--- src/rtl/piso_serializer.sv ---
// Parallel-in, serial-out transmitter with valid/last framing and clock enable.
// Define SERIALIZER_PARITY_EN to append an even-parity bit after the data bits.
module piso_serializer #(
  parameter int WIDTH     = 8,
  parameter bit MSB_FIRST = 1'b1
) (
  input  logic             clk,
  input  logic             reset_n,
  input  logic             ce,
  input  logic             load_valid,
  output logic             load_ready,
  input  logic [WIDTH-1:0] load_data,
  output logic             ser_out,
  output logic             ser_valid,
  output logic             ser_last,
  output logic             busy
);

`ifdef SERIALIZER_PARITY_EN
  localparam int FLEN = WIDTH + 1;
`else
  localparam int FLEN = WIDTH;
`endif
  localparam int CNT_W = $clog2(FLEN + 1);
  localparam logic [CNT_W-1:0] FLEN_M1 = CNT_W'(FLEN - 1);
  localparam logic [CNT_W-1:0] CNT_ONE = CNT_W'(1);

  typedef enum logic {IDLE, SHIFT} state_t;

  state_t           state_reg, state_next;
  logic [WIDTH-1:0] shreg_reg, shreg_next;
  logic [CNT_W-1:0] cnt_reg, cnt_next;
  logic             ser_out_reg, ser_out_next;
  logic             ser_valid_reg, ser_valid_next;
  logic             ser_last_reg, ser_last_next;
  logic [WIDTH-1:0] data_ord;
  logic             accept;

  // Reorder the word so the shifter always works MSB-first.
  genvar gi;
  generate
    for (gi = 0; gi < WIDTH; gi++) begin : g_ord
      if (MSB_FIRST) begin : g_msb
        assign data_ord[gi] = load_data[gi];
      end else begin : g_lsb
        assign data_ord[gi] = load_data[WIDTH-1-gi];
      end
    end
  endgenerate

  assign load_ready = ce && (state_reg == IDLE || (state_reg == SHIFT && ser_last_reg));
  assign accept     = load_valid && load_ready;
  assign ser_out    = ser_out_reg;
  assign ser_valid  = ser_valid_reg;
  assign ser_last   = ser_last_reg;
  assign busy       = (state_reg == SHIFT);

`ifdef SERIALIZER_PARITY_EN
  logic parity_reg, parity_next;
`endif

  always_comb begin
    state_next     = state_reg;
    shreg_next     = shreg_reg;
    cnt_next       = cnt_reg;
    ser_out_next   = ser_out_reg;
    ser_valid_next = ser_valid_reg;
    ser_last_next  = ser_last_reg;
`ifdef SERIALIZER_PARITY_EN
    parity_next    = parity_reg;
`endif
    if (accept) begin
      // First bit goes out straight away; the rest wait in the shifter.
      state_next     = SHIFT;
      ser_out_next   = data_ord[WIDTH-1];
      shreg_next     = {data_ord[WIDTH-2:0], 1'b0};
      cnt_next       = CNT_ONE;
      ser_valid_next = 1'b1;
      ser_last_next  = 1'b0;
`ifdef SERIALIZER_PARITY_EN
      parity_next    = ^load_data;
`endif
    end else if (ce && state_reg == SHIFT) begin
      if (ser_last_reg) begin
        state_next     = IDLE;
        shreg_next     = '0;
        cnt_next       = '0;
        ser_out_next   = 1'b0;
        ser_valid_next = 1'b0;
        ser_last_next  = 1'b0;
      end else begin
        cnt_next      = cnt_reg + CNT_ONE;
        ser_last_next = (cnt_reg == FLEN_M1);
        ser_out_next  = shreg_reg[WIDTH-1];
        shreg_next    = {shreg_reg[WIDTH-2:0], 1'b0};
`ifdef SERIALIZER_PARITY_EN
        if (cnt_reg == CNT_W'(WIDTH)) begin
          ser_out_next = parity_reg;
        end
`endif
      end
    end
  end

  always_ff @(posedge clk or negedge reset_n) begin
    if (!reset_n) begin
      state_reg     <= IDLE;
      shreg_reg     <= '0;
      cnt_reg       <= '0;
      ser_out_reg   <= 1'b0;
      ser_valid_reg <= 1'b0;
      ser_last_reg  <= 1'b0;
`ifdef SERIALIZER_PARITY_EN
      parity_reg    <= 1'b0;
`endif
    end else begin
      state_reg     <= state_next;
      shreg_reg     <= shreg_next;
      cnt_reg       <= cnt_next;
      ser_out_reg   <= ser_out_next;
      ser_valid_reg <= ser_valid_next;
      ser_last_reg  <= ser_last_next;
`ifdef SERIALIZER_PARITY_EN
      parity_reg    <= parity_next;
`endif
    end
  end

endmodule

--- config.mk ---
export PLATFORM = sky130hd
export DESIGN_NAME = piso_serializer
export DESIGN_NICKNAME = d
export VERILOG_FILES = /design/src/rtl/piso_serializer.sv
export SDC_FILE = /design/constraint.sdc
export NUM_CORES = 1
export LEC_CHECK = 0
export ABC_CLOCK_PERIOD_IN_PS = 3700
export CAP_MARGIN = 0
export CORE_MARGIN = 5
export CORE_UTILIZATION = 33
export DETAILED_ROUTE_END_ITERATION = 6
export PLACE_DENSITY = 0.66
export SLEW_MARGIN = 20
export SYNTH_ARGS = -nofsm -noshare
export SYNTH_HDL_FRONTEND = slang
export SYNTH_SLANG_ARGS = --single-unit
export TNS_END_PERCENT = 30
--- constraint.sdc ---
create_clock -name clk -period 3.7 [get_ports clk]
set_input_delay 0.925 -clock clk [delete_from_list [all_inputs] [get_ports clk]]
set_output_delay 0.925 -clock clk [all_outputs]
set_load 0.01 [all_outputs]
# Word-level counts from Yosys, hierarchy flattened
# Cells that the tools add are included.
# word_totals
out_inout_bits,5
regBits,15
wordCells,31
# classes
eq_ne,1
mux,15
n_bitwise,1
n_addsub,1
reduce_logical,8
# ops
op,count
$mux 8,3
$mux 4,3
$mux 1,9
$add 4x1->4 const B,1
$eq 4x3->1 const B,1
$logic_and 1x1->1,4
$reduce_bool 2->1,2
$reduce_and 2->1,1
$logic_or 1x1->1,1
$not 1->1,1

# Logic depth before layout (Yosys ltp)
# Gate-level depths: netlist of the first run.
# depth
depth_word,6
ltp_mapped,6
depth_no_buf,4

# Worst setup path before layout of the first run
# OpenSTA, ideal clock, no wires.
# synth_path
kind,input-to-output
start,in ce
end,out load_ready
cell_stages,1
path_slack_ns,1.684
arrival_ns,1.091
n_path_buf,0
path_cell_list,and2_1
# synth_between
elab_chain_cells,1
# synth_rtl
element,line_no,source
start: declaration,9,"input logic ce,"
$logic_and 1x1->1,51,assign load_ready = ce && (state_reg == IDLE || (state_reg == SHIFT && ser_last_reg));
end: declaration,11,"output logic load_ready,"
# Every way passes these cells.

# Worst setup path in the final report of the first run
# Ends and elaborated chain as after synthesis.

==> impl_results.md, run 1 <==
* Fin crit period at 3160 ps
* Starting Density at 0.354
* Vias at roughly 630
* Crit path from: ce
* Lkg Pwr at ~0.43 nW
* Final Setup Violations at 0
* Layout Nets at ~110
* Root Buffer: clkbuf_4
* Setup Fix Bufs, Post-CTS at 0
* DR DRC count at 0
* Layout cells sized above 1 at 0.0619
* DRT iter0 DRCs at 11
* Post-Route WL at between 1500 and 2000 microns
* Die Height at approximately 59 microns
* Required @ worst endpoint at ~2800 ps
* Slew at the pin closest to its max-slew limit at 641 ps
* Fin util at 0.425
* Most frequent cell after synthesis: dfrtp_1
* Syn nets at just under 100
* Switching share of total power at 0.372
* Port Buffers at 16
* Synthesized area at approximately 800 sq um
* Number of synthesized flops with an enable pin at 0
* Max FO, Critical Path at 8
* Switching pwr at about 0.00023 W
* P_int at a little under 0.0004 W
* Die X at 59.2 microns
* Top cells by count, synth: 14 x dfrtp_1, 9 x nor2_1
* GRT Overall Usage at 0.104
* Setup CP Type: in -> out
* RSZ-0062 raised after global routing: no
* Cts bufs inserted at 3
* Dpl hpwl at about 1100 microns
* Pre-antenna DRT Iters at 4
* Max Clk Rate at between 0.3 and 0.4 GHz
* Syn. warnings at 0
* Via density per instance at approximately 5.0
* Post-route setup TNS at 0 ps
* Status: finished clean
* Final hold violations at 0
* DRT antenna net count at 0
* Clock group share of total power at 0.135
* Area leader, netlist: dfrtp_1
* CP startpoint kind: input port
* Critical path endpoint category: primary output
* Worst Path Arrival at approximately 2200 ps
* Max_cap viols at 0
* CTS resizes at 0
* Synth Instances at between 80 and 90
* IO Pins at 17
* Global-route wire length before repair at roughly 2800 microns
* CTS tree: built
* Pwr dens at 652 nW/um^2
* #FFs+latches synth at 14
* Worst-Skew Late Latency at approximately 270 ps
* Max IR drop VDD at between 0.3 and 0.4 mV
* Drt wl/cell at ~13 microns
* Sequential share of power at 0.435
* Number of flip-flops in the largest register at 7
* Post-CTS Hold Fix Bufs at 0
* Mean Syn Cell Area at slightly above 9 sq um
* Vias in the first global route at about 600
* CTS max path bufs at 2
* Top FF cell, synth: dfrtp_1
* Full die area at between 3000 and 4000 sq um
* Worst relative slew slack at 0.572
* Initial antenna violation count at 0
* Gp weighted congestion at between 0.7 and 0.8
* Largest net degree at the start of global routing at 18
* Pwr Total at 0.000624 W
* Fin cells at 125
* Post-placement cell count at roughly 120
* Grt ovf at 0
* Final Skew at ~3.1 ps
* Hold Path Origin: cnt_reg[1]
* # H-tree levels at 1
* Worst-path clk slew at around 80 ps
* Core area at approximately 2300 sq um
* Combinational Power Share at 0.430
* Area growth syn-to-layout at 19.9%
* Hold crit path type: reg -> reg
* CTS sink cnt at 14
* Synth top area share at 0.439
* Seq/Total Area, Yosys at 0.439
* Floorplan row count at 17
* Worst r2r src: ser_last
* Fin crit share at 0.854
* Final Slew Violations at 0
* # diodes at 0
* Top cells by area, synth: dfrtp_1 44%, a211o_1 7.7%, a31oi_1 5.5%
* Synth cell types at 29
* Async SR Flop Fraction at 1.00
==> metrics by stage <==
step           instance area (sq um)  hold slack [ps]  worst slack (ps)
2_1_floorplan                    798              465              1680
3_3_place_gp                     935              484               556
3_5_place_dp                     935              504               522
4_1_cts                          957              521               531
5_1_grt                          957              558               447
6_report                         957              513               541
==> final cells by class <==
type,instances,area (sq um)
fillers,253,1300
multi-input cells,57,363
inverters,7,26.3
clock buffers,3,22.5
well taps,28,35.0
repair buffers,16,160
flip-flops and latches,14,350
==> cell usage in the layout, fill, tap and decap left out, drive strengths merged <==
| cell type | count |
|---|---|
| o211ai | 2 |
| o21ai | 3 |
| xor2 | 1 |
| o41ai | 1 |
| mux2i | 1 |
| o21a | 1 |
| a31oi | 7 |
| a211o | 7 |
| nor2 | 9 |
| nand2b | 2 |
| ha | 1 |
| nand3 | 7 |
| and2 | 3 |
| or3 | 1 |
| a22o | 1 |
| nand2 | 5 |
| nor2b | 1 |
| dfrtp | 14 |
| clkbuf | 3 |
| clkdlybuf4s50 | 16 |
| a21oi | 2 |
| mux2 | 1 |
| inv | 7 |
| nand4b | 1 |
==> worst max-delay path, cell delays in order <==
cell             delay (ps)
clkdlybuf4s50_1         580
and2_1                  180
clkdlybuf4s50_1         540
==> path summary, 6_finish.rpt <==
kind	endpoint	slack, ps	depth (start not counted)
max in group asynchronous	cnt_reg[0]	2250	1
max reg2reg	ser_valid	1870	3
min	cnt_reg[1]	510	2
min in group asynchronous	shreg_reg[6]	1040	1
max	load_ready	540	3
min reg2reg	cnt_reg[1]	510	2
==> per-layer routing <==
metal  vias to the layer above  global-route usage  part of all wire
li1                        323                   -                 -
met1                       288               0.139              0.49
met2                        11               0.154              0.45
met3                         4              0.0218             0.039
met4                         0              0.0583             0.022
met5                         -                   0                 0
==> cells by family after synthesis <==
family	after synthesis	synth area share
multiplexers	2	0.0266
buffers and inverters	15	0.107
flip-flops	14	0.439
adder cells (fa/ha/maj)	1	0.0157
XOR/XNOR	1	0.0110
AND/OR/NAND/NOR	29	0.179
AO/OA/AOI/OAI	24	0.223
==> power by group through the flow <==
| stage | logic, W | registers (W) | clock network (W) |
|---|---|---|---|
| after floorplan | 0.000214 | 0.000258 | 0 |
| after global placement | 0.000268 | 0.000270 | 0 |
| after detailed placement | 0.000272 | 0.000274 | 0 |
| after CTS | 0.000274 | 0.000271 | 0.0000880 |
| after global routing | 0.000306 | 0.000281 | 0.0000941 |
| final | 0.000269 | 0.000271 | 0.0000841 |
Note: power is estimated with default switching activity, not from simulation.
==> inputs of run 2 (changes only) <==
PLACE_DENSITY = 0.63   (was 0.66)
==> run 2 against run 1 <==
Against the previous run: sequential cell count unchanged; hold slack got worse by 9.2 ps; maximum frequency shrank 0.29%; clock skew fell by 1.0 ps; final area increased by 1.4%; count of clock-buffer cells in the layout is 1 higher; worst setup slack worse by 9.2 ps; combinational power barely moved; global-route usage barely moved; die area unchanged; critical path type unchanged; critical endpoint unchanged.
==> impl_results.md, run 2 (synthesis gave the netlist of run 1 again) <==
* Fin crit share at 0.856
* GRT Overall Usage at 0.105
* CTS tree: built
* Post-route setup TNS at 0 ps
* Most frequent cells in the layout: 16 x clkdlybuf4s50_1, 14 x dfrtp_1, 9 x nor2_1
* Worst Path Arrival at between 2000 and 2500 ps
* Worst reg2reg path depth at 3
* Required @ worst endpoint at around 2800 ps
* Drt wl/cell at about 13 microns
* Sequential share of power at 0.415
* Max FO, Critical Path at 8
* CTS resizes at 0
* Lkg Pwr at between 0.4 and 0.5 nW
* Pwr dens at ~670 nW/um^2
* Cts bufs inserted at 3
* Hold crit path type: reg -> reg
* Max IR drop VDD at 0.274 mV
* Final Slew Violations at 0
* Worst-path clk slew at 80 ps
* Vias at between 600 and 700
* Core area at between 2000 and 2500 sq um
* Slowest stage cell, crit path: clkdlybuf4s50_1
* RSZ-0062 raised after global routing: no
* Die Height at between 50 and 60 microns
* Full die area at 3500 sq um
* Area growth syn-to-layout at 21.6%
* CTS sink cnt at 14
* # H-tree levels at 1
* Final Skew at between 2 and 2.5 ps
* Clock group share of total power at 0.172
* Via density per instance at around 5.0
* DRT antenna net count at 0
* # diodes at 0
* Dpl hpwl at ~1100 microns
* R2R setup slack at ~1900 ps
* CTS max path bufs at 2
* Setup CP Type: in -> out
* DR DRC count at 0
* Slew at the pin closest to its max-slew limit at ~610 ps
* Post-placement cell count at between 100 and 150
* Floorplan row count at 17
* Worst-Skew Late Latency at approximately 280 ps
* CP peak stage delay at around 590 ps
* Worst relative slew slack at 0.589
* Global-route wire length before repair at between 2000 and 3000 microns
* Post-CTS Hold Fix Bufs at 0
* Fin cells at 126
* Number of flip-flops in the largest register at 7
* CP startpoint kind: input port
* Initial antenna violation count at 0
* Layout cells sized above 1 at 0.0714
* Die X at 59.2 microns
* Fin crit period at 3170 ps
* Post-Route WL at around 1600 microns
* Switching share of total power at 0.361
* Layout Nets at roughly 110
* Hold Path Origin: cnt_reg[1]
* Commonest non-fill, non-tap cell in the layout: clkdlybuf4s50_1
* Reg2reg end: ser_valid
* DRT iter0 DRCs at 10
* Grt ovf at 0
* Max_cap viols at 0
* Final hold violations at 0
* Port Buffers at 16
* Final Setup Violations at 0
* CP endpoint: load_ready
* Pre-antenna DRT Iters at 4
* IO Pins at 17
* Worst r2r src: ser_last
* Setup Fix Bufs, Post-CTS at 0
* Gp weighted congestion at just over 0.7
* Status: finished clean
* Combinational Power Share at 0.413
* Worst-path cell chain: clkdlybuf4s50_1 -> and2_1 -> clkdlybuf4s50_1
* Largest net degree at the start of global routing at 18
* Max Clk Rate at approximately 0.32 GHz
* Area post-placement at 935 sq um
* Root Buffer: clkbuf_4
* Starting Density at 0.354
* Vias in the first global route at around 600
* Most used cell, CP: clkdlybuf4s50_1
* Switching pwr at approximately 0.00023 W
* Final instance area at 971 sq um
* Critical path endpoint category: primary output
* Crit path from: ce
* P_int at between 0.0004 and 0.0005 W
==> run 2: changes by cell type in the layout (fill, tap and decap cells not counted) <==
cell      change
clkbuf_8      +1
==> run 2: cell type report <==
class / instances / area (sq um)
well taps: 28 / 35.0
flip-flops and latches: 14 / 350
inverters: 7 / 26.3
fillers: 237 / 1280
repair buffers: 16 / 160
clock buffers: 4 / 36.3
multi-input cells: 57 / 363
==> run 2: layer usage <==
layer | wire length [microns] | track usage
met5 | 0 | 0
met4 | 46 | 0.0680
met3 | 107 | 0.0283
met2 | 738 | 0.154
met1 | 706 | 0.132
==> run 2: power by group through the flow <==
stage,registers (W),clock network (W),logic [W]
floorplan,0.000258,0,0.000214
global placement,0.000270,0,0.000267
detailed placement,0.000273,0,0.000271
CTS,0.000270,0.000115,0.000272
global route,0.000281,0.000121,0.000305
finish,0.000269,0.000112,0.000268
==> run 2: metrics by stage <==
step	utilization	worst slack [ps]	total power, W	hold WS [ps]
after global placement	0.415	542	0.000537	483
after floorplan	-	1680	0.000472	465
after CTS	0.431	514	0.000657	509
after detailed placement	0.415	514	0.000545	489
after global routing	0.431	394	0.000707	549
final	0.431	532	0.000649	504
==> run 2: how the worst min path moves through the flow <==
stage	endpoint	cells after the start	slack (ps)
after detailed placement	cnt_reg[1]	2	490
final	cnt_reg[1]	2	500
after global placement	cnt_reg[1]	2	480
after CTS	cnt_reg[1]	2	510
after global routing	shreg_reg[1]	1	550
after floorplan	cnt_reg[1]	2	470
==> run 2: worst max-delay path: cells and delay by family <==
kind / cells / cell delay (ps)
simple gates: 1 / 190
buf+inv: 2 / 1130
